File: src/rtl/pseudo_spi_rx.sv
// Pseudo-SPI receiver: deserializes an SCLK1/SCLK2/LAT stream LSB-first into a show-ahead FIFO.
// Define PSEUDO_SPI_RX_SYNC_EN to add 2-flop synchronizers on SCLK1, SCLK2, LAT and SPI_SI.
module pseudo_spi_rx #(
  parameter int unsigned DATA_WIDTH        = 8,
  parameter int unsigned FIFO_DEPTH        = 4,
  parameter int unsigned RESERVED_DATA_LEN = 8
) (
  input  logic                         CLK,
  input  logic                         rst,
  input  logic                         BGN,
  input  logic [RESERVED_DATA_LEN-1:0] DATA_LEN,
  input  logic                         SCLK1,
  input  logic                         SCLK2,
  input  logic                         LAT,
  input  logic                         SPI_SI,
  input  logic                         RD,
  output logic [DATA_WIDTH-1:0]        DOUT,
  output logic                         VALID,
  output logic                         FULL,
  output logic [RESERVED_DATA_LEN-1:0] WORD_CNT,
  output logic                         OVF,
  output logic                         FRM_ERR,
  output logic                         RX_DONE
);
  localparam int unsigned AW = $clog2(FIFO_DEPTH);
  localparam int unsigned PW = AW + 1;
  localparam int unsigned CW = $clog2(DATA_WIDTH + 2);
  localparam int unsigned LW = RESERVED_DATA_LEN;

  localparam logic [1:0] S_IDLE = 2'd0;
  localparam logic [1:0] S_RECV = 2'd1;
  localparam logic [1:0] S_DONE = 2'd2;

  logic sclk1_s, sclk2_s, lat_s, si_s;

`ifdef PSEUDO_SPI_RX_SYNC_EN
  logic [3:0] sync1_q, sync2_q;
  always_ff @(posedge CLK) begin
    if (rst) begin
      sync1_q <= '0;
      sync2_q <= '0;
    end else begin
      sync1_q <= {SCLK1, SCLK2, LAT, SPI_SI};
      sync2_q <= sync1_q;
    end
  end
  assign {sclk1_s, sclk2_s, lat_s, si_s} = sync2_q;
`else
  assign {sclk1_s, sclk2_s, lat_s, si_s} = {SCLK1, SCLK2, LAT, SPI_SI};
`endif

  logic                  sclk1_q, sclk2_q, lat_q;
  logic                  sclk1_edge, sclk2_edge, lat_edge;
  logic [1:0]            state_q, state_d;
  logic [LW-1:0]         len_q, len_d, wcnt_q, wcnt_d;
  logic                  ovf_q, ovf_d, frm_q, frm_d, done_q;
  logic [CW-1:0]         bit_cnt_q, bit_cnt_d, sh_cnt;
  logic [DATA_WIDTH-1:0] sreg_q, sreg_d, sh_sreg;
  logic                  latch_q, latch_d;
  logic [PW-1:0]         rd_ptr_q, rd_ptr_d, wr_ptr_q, wr_ptr_d;
  logic [DATA_WIDTH-1:0] dout_q, dout_d;
  logic                  valid_q, valid_d, full_q, full_d;
  logic                  push, pop;
  logic [DATA_WIDTH-1:0] mem_q [FIFO_DEPTH];

  assign sclk1_edge = sclk1_s & ~sclk1_q;
  assign sclk2_edge = sclk2_s & ~sclk2_q;
  assign lat_edge   = lat_s & ~lat_q;

  // Session FSM, serial shifter and frame-close decision
  always_comb begin
    state_d   = state_q;
    len_d     = len_q;
    wcnt_d    = wcnt_q;
    ovf_d     = ovf_q;
    frm_d     = frm_q;
    bit_cnt_d = bit_cnt_q;
    sreg_d    = sreg_q;
    latch_d   = latch_q;
    push      = 1'b0;
    pop       = RD & valid_q;
    // A same-cycle SCLK2 edge shifts the old latch value and counts before LAT is judged
    sh_sreg   = sclk2_edge ? {latch_q, sreg_q[DATA_WIDTH-1:1]} : sreg_q;
    sh_cnt    = bit_cnt_q;
    if (sclk2_edge && (bit_cnt_q != CW'(DATA_WIDTH + 1))) sh_cnt = bit_cnt_q + CW'(1);

    case (state_q)
      S_IDLE: begin
        if (BGN) begin
          len_d     = DATA_LEN;
          wcnt_d    = '0;
          ovf_d     = 1'b0;
          frm_d     = 1'b0;
          bit_cnt_d = '0;
          state_d   = (DATA_LEN == '0) ? S_DONE : S_RECV;
        end
      end
      S_RECV: begin
        if (!BGN) begin
          state_d   = S_IDLE;
          bit_cnt_d = '0;
        end else begin
          if (wcnt_q == len_q) state_d = S_DONE;
          if (sclk1_edge) latch_d = si_s;
          sreg_d    = sh_sreg;
          bit_cnt_d = sh_cnt;
          if (lat_edge) begin
            bit_cnt_d = '0;
            if (sh_cnt == CW'(DATA_WIDTH)) begin
              if (!full_q || pop) begin
                push   = 1'b1;
                wcnt_d = wcnt_q + LW'(1);
              end else begin
                ovf_d = 1'b1;
              end
            end else begin
              frm_d = 1'b1;
            end
          end
        end
      end
      S_DONE: begin
        if (!BGN) state_d = S_IDLE;
      end
      default: state_d = S_IDLE;
    endcase
  end

  // FIFO pointers and registered show-ahead head word
  always_comb begin
    rd_ptr_d = rd_ptr_q + PW'(pop);
    wr_ptr_d = wr_ptr_q + PW'(push);
    dout_d   = dout_q;
    if (wr_ptr_d != rd_ptr_d) begin
      if (push && (wr_ptr_q[AW-1:0] == rd_ptr_d[AW-1:0])) dout_d = sh_sreg;
      else                                               dout_d = mem_q[rd_ptr_d[AW-1:0]];
    end
    valid_d = (wr_ptr_d != rd_ptr_d);
    full_d  = (wr_ptr_d[AW-1:0] == rd_ptr_d[AW-1:0]) && (wr_ptr_d[AW] != rd_ptr_d[AW]);
  end

  always_ff @(posedge CLK) begin
    if (rst) begin
      state_q   <= S_IDLE;
      len_q     <= '0;
      wcnt_q    <= '0;
      ovf_q     <= 1'b0;
      frm_q     <= 1'b0;
      done_q    <= 1'b0;
      bit_cnt_q <= '0;
      sreg_q    <= '0;
      latch_q   <= 1'b0;
      sclk1_q   <= 1'b0;
      sclk2_q   <= 1'b0;
      lat_q     <= 1'b0;
      rd_ptr_q  <= '0;
      wr_ptr_q  <= '0;
      dout_q    <= '0;
      valid_q   <= 1'b0;
      full_q    <= 1'b0;
    end else begin
      state_q   <= state_d;
      len_q     <= len_d;
      wcnt_q    <= wcnt_d;
      ovf_q     <= ovf_d;
      frm_q     <= frm_d;
      done_q    <= (state_d == S_DONE);
      bit_cnt_q <= bit_cnt_d;
      sreg_q    <= sreg_d;
      latch_q   <= latch_d;
      sclk1_q   <= sclk1_s;
      sclk2_q   <= sclk2_s;
      lat_q     <= lat_s;
      rd_ptr_q  <= rd_ptr_d;
      wr_ptr_q  <= wr_ptr_d;
      dout_q    <= dout_d;
      valid_q   <= valid_d;
      full_q    <= full_d;
    end
  end

  always_ff @(posedge CLK) begin
    if (push) mem_q[wr_ptr_q[AW-1:0]] <= sh_sreg;
  end

  assign DOUT     = dout_q;
  assign VALID    = valid_q;
  assign FULL     = full_q;
  assign WORD_CNT = wcnt_q;
  assign OVF      = ovf_q;
  assign FRM_ERR  = frm_q;
  assign RX_DONE  = done_q;
endmodule

File: config.mk
export PLATFORM = sky130hd
export DESIGN_NAME = pseudo_spi_rx
export DESIGN_NICKNAME = d
export VERILOG_FILES = /design/src/rtl/pseudo_spi_rx.sv
export SDC_FILE = /design/constraint.sdc
export NUM_CORES = 1
export LEC_CHECK = 0
export BUFFER_PORTS_ARGS = -buffer_cell sky130_fd_sc_hd__buf_2
export CAP_MARGIN = 20
export CORE_MARGIN = 10
export CORE_UTILIZATION = 53
export CTS_BUF_LIST = sky130_fd_sc_hd__clkbuf_16
export CTS_CLUSTER_DIAMETER = 120
export DETAILED_ROUTE_END_ITERATION = 7
export GPL_TIMING_DRIVEN = 1
export PLACE_DENSITY = 0.81
export SYNTH_ARGS = -nofsm -noshare
export SYNTH_HDL_FRONTEND = slang
export SYNTH_SLANG_ARGS = --single-unit
File: constraint.sdc
create_clock -name CLK -period 3.5 [get_ports CLK]
set_clock_uncertainty 0.15 [all_clocks]
set_input_delay 0 -clock CLK [delete_from_list [all_inputs] [get_ports CLK]]
set_output_delay 0 -clock CLK [all_outputs]
set_load 0.05 [all_outputs]
==> metrics.md <==
| Metric | Value |
|---|---|
| Status | finished clean |
| Overall routed net length | 7.84 mm |
| Min-Delay Path Class | in -> reg |
| Clk Tree Root Cell | clkbuf_16 |
| Syn Nets | 357 |
| I/O pin cnt | 37 |
| DIE AREA | 10800 um2 |
| Most common flop cell mapped by yosys | dfxtp_1 |
| Syn Area/Cell | 11.2 um2 |
| P_leak | 1.78 nW |
| Largest family of logic cells by synthesized area | simple AND/OR/NAND/NOR gates |
| Final net count | 412 |
| Worst slew pin tran | 0.634 ns |
| Vias in the first global route | 2780 |
| Slew margin rel. | 57.8% |
| Setup violators final | 0 |
| Diode count | 0 |
| Final hold violation count | 0 |
| CTS sink count | 85 |
| EDFF count, synth | 32 |
| Multiplexer share of the synthesized area | 10.7% |
| HPWL Detailed | 5.33 mm |
| Port bufs | 36 |
| Worst path arrival time | 3.34 ns |
| Final period demand of the worst path | 3.30 ns |
| Max Root-Sink Buffers | 2 |
| Setup TNS | 0 ns |
| Netlist cell types | 53 |
| DR vias/cell | 5.54 |
| Fillcell total | 561 |
| Clock tree from TritonCTS | done |
| Critical path class | reg -> reg |
| Gate count of the mapped netlist | 334 |
| Setup Fix Bufs, Post-CTS | 0 |
| Post-route DRC | 0 |
| Synthesized area | 3740 um2 |
| Unrepaired setup endpoints after global routing | false |
| Worst Setup Start Kind | flip-flop |
| Critical Path RT | 3.55 ns |
| Seq/Total Area, Yosys | 54.0% |
| Die Wd | 104 um |
| Post-Synth Simple-Gate Area | 16.0% |
| Fraction of layout cells with a size suffix above 1 | 22.3% |
| Row cnt | 30 |
| First-pass GRT wire length | 13.5 mm |
| Final antenna-violating net count | 0 |
| Synth Area in Adders | 2.34% |
| Detailed Routing Iterations Pass 1 | 4 |
| Async SR Flop Fraction | 0% |
| Area fraction in compound gates after synthesis | 10.5% |
| Power, Total | 0.00200 W |
| Largest net degree at the start of global routing | 35 |
| Area added between synthesis and finish | 19.0% |
| Gpl congestion | 0.848 |
| Power density over the cells | 449 nW/um2 |
| Initial antenna violation count | 0 |
| Via count | 2713 |
| Initial Utilization | 54.8% |
| Critical-path maximum fanout | 17 |
| Synth warnings | 0 |
| Clock slew at reported path FFs | 0.06 ns |
| Std-Cell Core Area | 6830 um2 |
| Max-cap violations | 0 |
| Cell Area, Placed | 4050 um2 |
| Worst setup EP type | flip-flop |
| Die height | 104 um |
| CTS H-Tree Depth | 3 |
| Wire per inst | 16.0 um |
| Post-Synth XOR/XNOR Area | 3.98% |
| Drt initial violations | 185 |
| Fin crit share | 94.2% |
| Number of CTS-inserted buffers | 9 |
| Number of synthesized register bits | 85 |
| Fmax | 303 MHz |
| Register Area | 2020 um2 |
| Clock Latency Late Sink | 0.33 ns |
| Pins Over Slew Limit | 0 |
| Gr usage total | 15.0% |
| Gr ovfl total | 0 |
| Area of the multi-input gates | 1630 um2 |
| Worst vdd ir | 0.293 mV |
| Finished Cell Area | 4460 um2 |
registers in the layout, indices dropped and copies added, names as in the netlist:
name and cells:
FULL 1, sclk2_q 1, VALID 1, WORD_CNT 8, OVF 1, rd_ptr_q 3
sclk1_q 1, lat_q 1, state_q 2, mem_q 32, wr_ptr_q 3, len_q 8
FRM_ERR 1, sreg_q 8, DOUT 8, latch_q 1, RX_DONE 1, bit_cnt_q 4
cell usage in the layout, fill, tap and decap left out, types with 2 or more instances in the layout:
cell type and count:
and2_1 5, nand3b_1 2, buf_4 9, mux2_2 9, xnor2_1 7, or3_1 4, nor3b_1 2, nor2_1 19
a21oi_1 22, inv_6 3, and3b_1 2, o211ai_1 10, clkbuf_16 9, dlygate4sd3_1 13, nor2b_1 9, o21ai_0 6
buf_2 36, nand2b_1 2, o2111a_1 3, and3_1 2, o21a_1 2, edfxtp_1 32, dfxtp_2 2, dfxtp_1 51
nand2_1 40, inv_1 8, xor2_1 10, mux4_2 8, nand3_1 16, nor4_1 5, mux2i_1 12, ha_1 7
cell usage after synthesis (2+ instances only):
library cell  count  area share, %
a21oi_1          22            2.9
and2_1            5           0.84
and3_1            3           0.50
and3b_1           2           0.47
buf_1             3           0.30
buf_2             4           0.53
buf_4             2           0.40
clkbuf_1          5           0.50
dfxtp_1          53             28
edfxtp_1         32             26
ha_1              7            2.3
inv_1             7           0.70
mux2_2            9            2.7
mux2i_1          12            3.2
mux4_2            8            4.8
nand2_1          40            4.0
nand2b_1          2           0.33
nand3_1          16            2.1
nand3b_1          2           0.40
nor2_1           19            1.9
nor2b_1           9            1.5
nor3b_1           2           0.40
nor4_1            5           0.84
o2111a_1          3           0.90
o211ai_1         10            2.0
o21a_1            2           0.40
o21ai_0           6           0.80
or3_1             4           0.67
xnor2_1           7            1.6
xor2_1           10            2.3
worst paths after layout:
| path | from | end | slack, ns | cells after the start |
|---|---|---|---|---|
| max | bit_cnt_q[1]$_SDFFE_PP0P_ | DOUT[2]$_SDFFE_PP0P_ | 0.20 | 15 |
| min | rst | bit_cnt_q[1]$_SDFFE_PP0P_ | 0.02 | 2 |
| max reg2reg | bit_cnt_q[1]$_SDFFE_PP0P_ | DOUT[2]$_SDFFE_PP0P_ | 0.20 | 15 |
| min reg2reg | FRM_ERR$_SDFFE_PP0P_ | FRM_ERR$_SDFFE_PP0P_ | 0.30 | 2 |
layout make-up:
class	count	area share (%)
Clock inverter	7	1.12
Sequential cell	85	45.4
Inverter	8	0.674
Timing Repair Buffer	58	8.48
Tap cell	96	2.70
Multi-Input combinational cell	227	36.6
Clock buffer	9	5.05
critical path: stages, from the launching register on:
cell      delay (ns)
dfxtp_2         0.40
inv_1           0.07
ha_1            0.29
and2_1          0.12
o2111a_1        0.24
nor2_2          0.06
or4_4           0.57
inv_2           0.07
ha_1            0.13
ha_1            0.24
xor2_1          0.16
nor2_1          0.15
a21oi_1         0.08
buf_4           0.22
nand3_1         0.11
o211ai_1        0.10
cell families (layout without fill, tap and decap cells):
group	count (synthesis)	in the layout
flops	85	85
compound gates	55	55
xor+xnor	17	17
buf+inv	22	82
mux	29	29
fa+ha+maj	7	7
simple gates	119	119
where the power goes:
part | total, W | leakage [nW] | internal (W) | switching, W
clock | 0.000868 | 0.141 | 0.000486 | 0.000382
sequential | 0.00104 | 0.760 | 0.00103 | 0.00000746
combinational | 0.0000984 | 0.879 | 0.0000429 | 0.0000555
total | 0.00200 | 1.78 | 0.00156 | 0.000445
metrics by stage:
| stage | utilization (%) | setup WS, ns | hold WS (ns) | std cells |
|---|---|---|---|---|
| after floorplan | - | 0.00467 | -0.0218 | 334 |
| after global placement | 59.2 | 0.233 | 0.0725 | 461 |
| after detailed placement | 59.2 | 0.127 | 0.0766 | 461 |
| after CTS | 65.2 | 0.0940 | 0.0313 | 490 |
| after global routing | 65.2 | 0.00502 | 0.0560 | 490 |
| final | 65.2 | 0.204 | 0.0247 | 490 |
metal layers:
layer | track usage (%) | vias to the layer above | wire length (um)
li1 | - | 1337 | -
met1 | 18.3 | 1286 | 3500
met3 | 4.15 | 14 | 462
met4 | 6.56 | 0 | 142
met2 | 24.2 | 76 | 3740
met5 | 0 | - | 0
repair_timing:
item / in CTS / in global routing
gates resized for setup: 0 / 3
endpoints found under the setup margin: 0 / 8
hold endpoints to repair: 15 / 0
hold buffers: 13 / 0
(Power assumes the default switching activity.)
